===== config.mk =====
export PLATFORM = sky130hd
export DESIGN_NAME = alu_cmd_sequencer_flat
export DESIGN_NICKNAME = d
export VERILOG_FILES = /design/src/rtl/alu_cmd_sequencer_if.sv /design/src/rtl/alu_cmd_sequencer.sv /design/src/flat_wrapper.sv
export SDC_FILE = /design/constraint.sdc
export NUM_CORES = 1
export LEC_CHECK = 0
export BUFFER_PORTS_ARGS = -buffer_cell sky130_fd_sc_hd__buf_2
export CORE_MARGIN = 4
export CORE_UTILIZATION = 55
export CTS_CLUSTER_DIAMETER = 120
export DETAILED_ROUTE_END_ITERATION = 8
export MAX_ROUTING_LAYER = met4
export PLACE_DENSITY = 0.86
export SYNTH_ARGS = -nofsm -noshare
export SYNTH_HDL_FRONTEND = slang
export SYNTH_SLANG_ARGS = --single-unit

===== constraint.sdc =====
create_clock -name clk -period 7.1 [get_ports clk]
set_clock_uncertainty 0.2 [all_clocks]
set_input_delay 1.065 -clock clk [delete_from_list [all_inputs] [get_ports clk]]
set_output_delay 1.065 -clock clk [all_outputs]
set_load 0.02 [all_outputs]

===== src/rtl/alu_cmd_sequencer_if.sv =====
// Command, ALU-drive and result signals of the ALU issue stage.
// The slave modport is the sequencer's view; the master modport is the environment's view.
interface alu_cmd_sequencer_if #(
  parameter int unsigned DATA_W = 8,
  parameter int unsigned OP_W   = 4
);
  logic              cmd_valid;
  logic              cmd_ready;
  logic [OP_W-1:0]   cmd_opcode;
  logic [DATA_W-1:0] cmd_a;
  logic [DATA_W-1:0] cmd_b;
  logic [OP_W-1:0]   alu_opcode;
  logic [DATA_W-1:0] alu_num_1;
  logic [DATA_W-1:0] alu_num_2;
  logic [DATA_W-1:0] alu_ans;
  logic              res_valid;
  logic              res_ready;
  logic [DATA_W-1:0] res_data;
  logic [OP_W-1:0]   res_opcode;
  logic              res_err;
  logic              busy;

  modport slave (
    input  cmd_valid, cmd_opcode, cmd_a, cmd_b, alu_ans, res_ready,
    output cmd_ready, alu_opcode, alu_num_1, alu_num_2,
           res_valid, res_data, res_opcode, res_err, busy
  );

  modport master (
    output cmd_valid, cmd_opcode, cmd_a, cmd_b, alu_ans, res_ready,
    input  cmd_ready, alu_opcode, alu_num_1, alu_num_2,
           res_valid, res_data, res_opcode, res_err, busy
  );
endinterface


===== src/rtl/alu_cmd_sequencer.sv =====
// Issue stage for the 8-bit ALU: command FIFO -> registered ALU drive -> result FIFO,
// with credit-based issue so results captured two edges later always have room.
module alu_cmd_sequencer #(
  parameter int unsigned DATA_W    = 8,
  parameter int unsigned OP_W      = 4,
  parameter int unsigned CMD_DEPTH = 4,
  parameter int unsigned RES_DEPTH = 4
) (
  input logic                clk,
  input logic                rst_n,
  alu_cmd_sequencer_if.slave bus
);

  localparam int unsigned CMD_AW = $clog2(CMD_DEPTH);
  localparam int unsigned RES_AW = $clog2(RES_DEPTH);
  localparam int unsigned CCNT_W = CMD_AW + 1;
  localparam int unsigned RCNT_W = RES_AW + 1;
  localparam int unsigned RSUM_W = RCNT_W + 1;

  typedef struct packed {
    logic [OP_W-1:0]   opcode;
    logic [DATA_W-1:0] a;
    logic [DATA_W-1:0] b;
  } cmd_t;

  typedef struct packed {
    logic [DATA_W-1:0] data;
    logic [OP_W-1:0]   opcode;
    logic              err;
  } res_t;

  cmd_t              cmd_mem [CMD_DEPTH];
  logic [CMD_AW-1:0] cmd_wr_ptr;
  logic [CMD_AW-1:0] cmd_rd_ptr;
  logic [CCNT_W-1:0] cmd_count;

  res_t              res_mem [RES_DEPTH];
  logic [RES_AW-1:0] res_wr_ptr;
  logic [RES_AW-1:0] res_rd_ptr;
  logic [RCNT_W-1:0] res_count;

  logic              issue_v;
  logic              v1;
  logic [OP_W-1:0]   opc1;

  logic              cmd_push;
  logic              issue;
  logic              res_push;
  logic              res_pop;
  logic              opc1_err;
  logic [RSUM_W-1:0] inflight;
  cmd_t              cmd_head;
  res_t              res_head;

  assign cmd_head = cmd_mem[cmd_rd_ptr];
  assign res_head = res_mem[res_rd_ptr];

  // Results already held plus those still in the ALU pipeline must fit in the result FIFO.
  assign inflight = RSUM_W'(res_count) + RSUM_W'(issue_v) + RSUM_W'(v1);
  assign issue    = (cmd_count != '0) && (inflight < RSUM_W'(RES_DEPTH));

  assign bus.cmd_ready = (cmd_count != CCNT_W'(CMD_DEPTH));
  assign cmd_push      = bus.cmd_valid && bus.cmd_ready;
  assign bus.res_valid = (res_count != '0);
  assign res_pop       = bus.res_valid && bus.res_ready;
  assign res_push      = v1;

  assign opc1_err = !((opc1 == OP_W'(4'h1)) || (opc1 == OP_W'(4'h2)) ||
                      (opc1 == OP_W'(4'h4)) || (opc1 == OP_W'(4'h8)));

  assign bus.res_data   = res_head.data;
  assign bus.res_opcode = res_head.opcode;
  assign bus.res_err    = res_head.err;
  assign bus.busy       = (cmd_count != '0) || issue_v || v1 || (res_count != '0);

  always_ff @(posedge clk) begin
    if (cmd_push) begin
      cmd_mem[cmd_wr_ptr] <= '{opcode: bus.cmd_opcode, a: bus.cmd_a, b: bus.cmd_b};
    end
  end

  always_ff @(posedge clk) begin
    if (res_push) begin
      res_mem[res_wr_ptr] <= '{data: bus.alu_ans, opcode: opc1, err: opc1_err};
    end
  end

  // FIFO bookkeeping; pointers wrap naturally because depths are powers of two.
  always_ff @(posedge clk or negedge rst_n) begin
    if (!rst_n) begin
      cmd_wr_ptr <= '0;
      cmd_rd_ptr <= '0;
      cmd_count  <= '0;
      res_wr_ptr <= '0;
      res_rd_ptr <= '0;
      res_count  <= '0;
    end else begin
      if (cmd_push) cmd_wr_ptr <= cmd_wr_ptr + CMD_AW'(1);
      if (issue)    cmd_rd_ptr <= cmd_rd_ptr + CMD_AW'(1);
      cmd_count <= cmd_count + CCNT_W'(cmd_push) - CCNT_W'(issue);
      if (res_push) res_wr_ptr <= res_wr_ptr + RES_AW'(1);
      if (res_pop)  res_rd_ptr <= res_rd_ptr + RES_AW'(1);
      res_count <= res_count + RCNT_W'(res_push) - RCNT_W'(res_pop);
    end
  end

  // ALU drive and the one-cycle shadow that lines up with the ALU's registered answer.
  always_ff @(posedge clk or negedge rst_n) begin
    if (!rst_n) begin
      bus.alu_opcode <= '0;
      bus.alu_num_1  <= '0;
      bus.alu_num_2  <= '0;
      issue_v        <= 1'b0;
      v1             <= 1'b0;
      opc1           <= '0;
    end else begin
      issue_v <= issue;
      v1      <= issue_v;
      opc1    <= bus.alu_opcode;
      if (issue) begin
        bus.alu_opcode <= cmd_head.opcode;
        bus.alu_num_1  <= cmd_head.a;
        bus.alu_num_2  <= cmd_head.b;
      end else begin
        bus.alu_opcode <= '0;
      end
    end
  end

endmodule


===== src/flat_wrapper.sv =====
// flat-port wrapper written by rule: the top's interface ports become plain ports
module alu_cmd_sequencer_flat 
#(
  parameter int unsigned DATA_W    = 8,
  parameter int unsigned OP_W      = 4,
  parameter int unsigned CMD_DEPTH = 4,
  parameter int unsigned RES_DEPTH = 4
)
  (clk, rst_n, bus_cmd_valid, bus_cmd_opcode, bus_cmd_a, bus_cmd_b, bus_alu_ans, bus_res_ready, bus_cmd_ready, bus_alu_opcode, bus_alu_num_1, bus_alu_num_2, bus_res_valid, bus_res_data, bus_res_opcode, bus_res_err, bus_busy);
  alu_cmd_sequencer_if #(.DATA_W(DATA_W), .OP_W(OP_W)) bus_i ();
  input logic clk;
  input logic rst_n;
  input wire logic [$bits(bus_i.cmd_valid)-1:0] bus_cmd_valid;
  input wire logic [$bits(bus_i.cmd_opcode)-1:0] bus_cmd_opcode;
  input wire logic [$bits(bus_i.cmd_a)-1:0] bus_cmd_a;
  input wire logic [$bits(bus_i.cmd_b)-1:0] bus_cmd_b;
  input wire logic [$bits(bus_i.alu_ans)-1:0] bus_alu_ans;
  input wire logic [$bits(bus_i.res_ready)-1:0] bus_res_ready;
  output wire logic [$bits(bus_i.cmd_ready)-1:0] bus_cmd_ready;
  output wire logic [$bits(bus_i.alu_opcode)-1:0] bus_alu_opcode;
  output wire logic [$bits(bus_i.alu_num_1)-1:0] bus_alu_num_1;
  output wire logic [$bits(bus_i.alu_num_2)-1:0] bus_alu_num_2;
  output wire logic [$bits(bus_i.res_valid)-1:0] bus_res_valid;
  output wire logic [$bits(bus_i.res_data)-1:0] bus_res_data;
  output wire logic [$bits(bus_i.res_opcode)-1:0] bus_res_opcode;
  output wire logic [$bits(bus_i.res_err)-1:0] bus_res_err;
  output wire logic [$bits(bus_i.busy)-1:0] bus_busy;
  assign bus_i.cmd_valid = bus_cmd_valid;
  assign bus_i.cmd_opcode = bus_cmd_opcode;
  assign bus_i.cmd_a = bus_cmd_a;
  assign bus_i.cmd_b = bus_cmd_b;
  assign bus_i.alu_ans = bus_alu_ans;
  assign bus_i.res_ready = bus_res_ready;
  assign bus_cmd_ready = bus_i.cmd_ready;
  assign bus_alu_opcode = bus_i.alu_opcode;
  assign bus_alu_num_1 = bus_i.alu_num_1;
  assign bus_alu_num_2 = bus_i.alu_num_2;
  assign bus_res_valid = bus_i.res_valid;
  assign bus_res_data = bus_i.res_data;
  assign bus_res_opcode = bus_i.res_opcode;
  assign bus_res_err = bus_i.res_err;
  assign bus_busy = bus_i.busy;
  alu_cmd_sequencer #(.DATA_W(DATA_W), .OP_W(OP_W), .CMD_DEPTH(CMD_DEPTH), .RES_DEPTH(RES_DEPTH)) u_core (.clk(clk), .rst_n(rst_n), .bus(bus_i));
endmodule

==> impl_results.rst <==
.. list-table::
   :header-rows: 1

   * - Metric
     - Value
   * - Run status
     - finished, final reports clean
   * - Static Leakage
     - 2.788 nW
   * - Worst-case clock buffer depth
     - 2
   * - Type of the worst min-delay path
     - reg2reg
   * - Cells on worst reg2reg path
     - 12
   * - Most Used Layer, Global Route
     - met2
   * - Syn Inst Count
     - around 300
   * - Starting Density
     - between 50% and 60%
   * - Number of antenna violations at the first check in global routing
     - 1
   * - Proportion of layout cells with a drive suffix above 1
     - 36.55%
   * - Cell Int Power
     - 0.002429 W
   * - Maximum number of pins on one net before global-route repair
     - 41
   * - Transition time at the pin with the least slew margin
     - between 1 and 1.5 ns
   * - CTS sink cnt
     - 172
   * - Critical path origin
     - u_core.res_rd_ptr[0]
   * - Hold buffer count at cts
     - 0
   * - Met3 usage in global routing
     - 5.141%
   * - Maximum ir drop on the vdd rail
     - 0.0002757 V
   * - Final estimated routing congestion in global placement
     - 0.7036
   * - Avg Vias per Cell
     - 5.507
   * - Critical Path Sink Type
     - primary output
   * - Clock tree from TritonCTS
     - built
   * - Worst-Skew Late Latency
     - 0.41 ns
   * - GR Layer Usage met2
     - between 20% and 30%
   * - Count of H-tree levels built during CTS
     - 4
   * - Die Span Y
     - about 120 um
   * - First-pass DRT Iterations
     - 4
   * - Flop-to-flop setup slack
     - 3.78 ns
   * - Net Count, Synth
     - 351
   * - Count of final hold-check violations
     - 0
   * - Total global-route track usage
     - roughly 18%
   * - Period utilisation layout
     - 47.65%
   * - Most used flip-flop cell after synthesis
     - sky130_fd_sc_hd__edfxtp_1
   * - Post-Synthesis Cell Area
     - 0.006521 mm^2
   * - Number of buffers added on ports
     - between 60 and 70
   * - Time the final worst path needs with I/O delays and setup
     - about 3.4 ns
   * - Type of origin of the critical path
     - register
   * - RSZ-0062 raised after global routing
     - false
   * - Total negative slack for setup checks
     - 0 ns
   * - Number of unique standard cell types used by synthesis
     - 29
   * - Routed wire per std cell
     - slightly below 20 um
   * - Post-layout net count
     - 429
   * - Type of the worst setup path
     - reg2out
   * - Die area
     - between 0.01 and 0.015 mm^2
   * - Width of the die
     - 116.9 um
   * - Via count of the first global-routing pass
     - 3243
   * - Max-Cap Viols
     - 0
   * - Total power divided by cell area
     - roughly 470 mW/mm^2
   * - Total detailed-routing wirelength
     - 10.38 mm
   * - Part of the power in registers
     - 45.5%
   * - Final count of pins violating max slew
     - 0
   * - CP Data Arrival Time
     - 2.12 ns
   * - Clock buffers created by TritonCTS
     - 17
   * - Post-synthesis register bit count
     - approximately 170
   * - Largest stage delay on the critical path
     - 0.91 ns
   * - Post-DP HPWL
     - 6.566 mm
   * - Final setup violation count
     - 0
   * - Tightest hold margin
     - 0.1686 ns
   * - Sequential cell area fraction in the yosys report
     - 76.13%
   * - Total overflow reported by the global router
     - 0
   * - Post-CTS sizing
     - 0
   * - Psw
     - 0.001122 W
   * - Startpoint of the most critical register-to-register path
     - u_core.res_push
   * - Detailed-route DRC error count
     - 0
   * - Violation count after the first detailed-routing iteration
     - 177
   * - Area growth from synthesis to layout
     - 15.08%
   * - Register clock-pin slew on the reported worst setup and hold paths
     - 0.06 ns
   * - Share of synthesized registers carrying an async set or reset
     - 23.26%
   * - Count of flip-flops with a built-in enable after synthesis
     - 132
   * - FMAX
     - approximately 300 MHz
   * - Number of buffers added for setup after CTS
     - 0
   * - Antenna viol nets, final
     - 0
   * - Most frequent cell after synthesis
     - sky130_fd_sc_hd__edfxtp_1
   * - Combinational Power Share
     - between 30% and 40%
   * - List of cells traversed by the critical path
     - mux4_2, buf_2
   * - Leading cell types by total area after synthesis
     - sky130_fd_sc_hd__edfxtp_1, sky130_fd_sc_hd__dfrtp_1, sky130_fd_sc_hd__mux4_2
   * - Placement row count
     - 39
   * - Number of vias in the routed layout
     - 2963
   * - Critical register-to-register path endpoint
     - u_core.cmd_count[2]
   * - Root buffer cell
     - sky130_fd_sc_hd__clkbuf_16
   * - Slowest library cell on the worst path
     - sky130_fd_sc_hd__dfrtp_1
   * - Yosys synthesis warning count
     - 0
   * - GR met1 Demand/Resource
     - 21.15%
   * - Synth Area per Inst
     - 21.52 um^2
   * - Worst setup path endpoint
     - bus_res_opcode[3]
   * - First-pass GRT wire length
     - 17.14 mm
   * - Switching share of power
     - 31.61%
   * - Final core utilization
     - between 60% and 70%
   * - Most frequent cells after synthesis
     - sky130_fd_sc_hd__edfxtp_1, sky130_fd_sc_hd__dfrtp_1, sky130_fd_sc_hd__mux4_2, sky130_fd_sc_hd__mux2_2, sky130_fd_sc_hd__ha_1
   * - Maximum fanout along the worst path
     - 15
   * - Area fraction of the dominant cell type after synthesis
     - 60.78%
   * - Clock power share
     - between 20% and 30%
   * - Floorplan core area
     - between 0.01 and 0.015 mm^2
   * - Headroom to the max-slew limit
     - between 30% and 40%
   * - Library cell occupying the most area in the post-synthesis netlist
     - sky130_fd_sc_hd__edfxtp_1
   * - Required time of the critical path
     - 5.83 ns
   * - Number of top-level pins
     - slightly below 70
routing by layer:
metal / routed length (um) / vias to the layer above
li1: - / 1348
met1: 4231 / 1520
met2: 5471 / 80
met3: 494 / 15
met4: 178 / 0
met5: 0 / -
metrics by stage:
step | power, W | area (um^2) | setup slack (ns) | instances
2_1_floorplan | 0.002473 | 6521 | 4.334 | 303
3_3_place_gp | 0.002725 | 6983 | 3.887 | 505
3_5_place_dp | 0.002795 | 6983 | 3.731 | 505
4_1_cts | 0.003607 | 7502 | 3.628 | 537
5_1_grt | 0.003789 | 7505 | 3.442 | 538
6_report | 0.003551 | 7505 | 3.717 | 538
critical path: cells and delay by family, from the launching register on:
family / cells / cell delay, ns
buffers and inverters: 1 / 0.18
DFF: 1 / 0.91
muxes: 1 / 0.61
flip-flops by register name (all words and copies together) (netlist names), 2 cells and up:
signal / flops
u_core.opc1: 4
u_core.res_rd_ptr: 2
u_core.bus.alu_opcode: 4
u_core.res_wr_ptr: 2
u_core.res_count: 3
u_core.cmd_count: 3
u_core.bus.alu_num_1: 8
u_core.cmd_rd_ptr: 2
u_core.bus.alu_num_2: 8
u_core.cmd_mem: 80
u_core.cmd_wr_ptr: 2
u_core.res_mem: 52
layout by cell type, fill, tap and decap left out, types with 5 or more instances in the layout:
cell type                   instances
sky130_fd_sc_hd__edfxtp_1         132
sky130_fd_sc_hd__buf_2             67
sky130_fd_sc_hd__dfrtp_1           40
sky130_fd_sc_hd__mux4_2            31
sky130_fd_sc_hd__mux2_2            17
sky130_fd_sc_hd__clkbuf_16         17
sky130_fd_sc_hd__ha_1              14
sky130_fd_sc_hd__inv_1             13
sky130_fd_sc_hd__xnor2_1            8
sky130_fd_sc_hd__nand2_1            5
sky130_fd_sc_hd__and2_1             5
sky130_fd_sc_hd__clkbuf_1           5
final cells by class:
type                       count  area [um^2]
sequential                   172         4965
fill                         763         4011
multi-input combinational    109         1448
clock buffer                  24        471.7
timing repair buffer          68        342.8
tap                          143        178.9
inverter                      13        48.80
clock inverter                 8        47.55
antenna                        1        2.502
power by group through the flow:
stage	Clock (W)	Combinational (W)	Sequential (W)
3_5_place_dp	0	0.00115	0.00164
3_3_place_gp	0	0.00111	0.00162
4_1_cts	0.000825	0.00116	0.00162
6_report	0.000807	0.00113	0.00161
2_1_floorplan	0	0.000869	0.00160
5_1_grt	0.000875	0.00126	0.00166
worst min path at each step:
stage,depth (start not counted),startpoint,end,slack [ns]
2_1_floorplan,0,u_core.issue_v,u_core.res_push,0.17
3_3_place_gp,0,u_core.bus.alu_opcode[3],u_core.opc1[3],0.16
3_5_place_dp,0,u_core.bus.alu_opcode[3],u_core.opc1[3],0.16
4_1_cts,0,u_core.bus.alu_opcode[3],u_core.opc1[3],0.17
5_1_grt,0,u_core.bus.alu_opcode[1],u_core.opc1[1],0.20
6_report,0,u_core.bus.alu_opcode[3],u_core.opc1[3],0.17
cells by family (layout without fill, tap and decap cells):
kind of cell,Yosys count,in the layout,share of synthesized area (%)
multiplexers,50,50,14.45
AO/OA/AOI/OAI,6,6,0.5947
adder cells (fa/ha/maj),16,16,3.300
other,0,1,0
AND/OR/NAND/NOR,26,26,2.379
XOR/XNOR,11,11,1.477
flip-flops,172,172,76.13
buffers and inverters,22,113,1.669
Power figures use the tool's default switching activity.
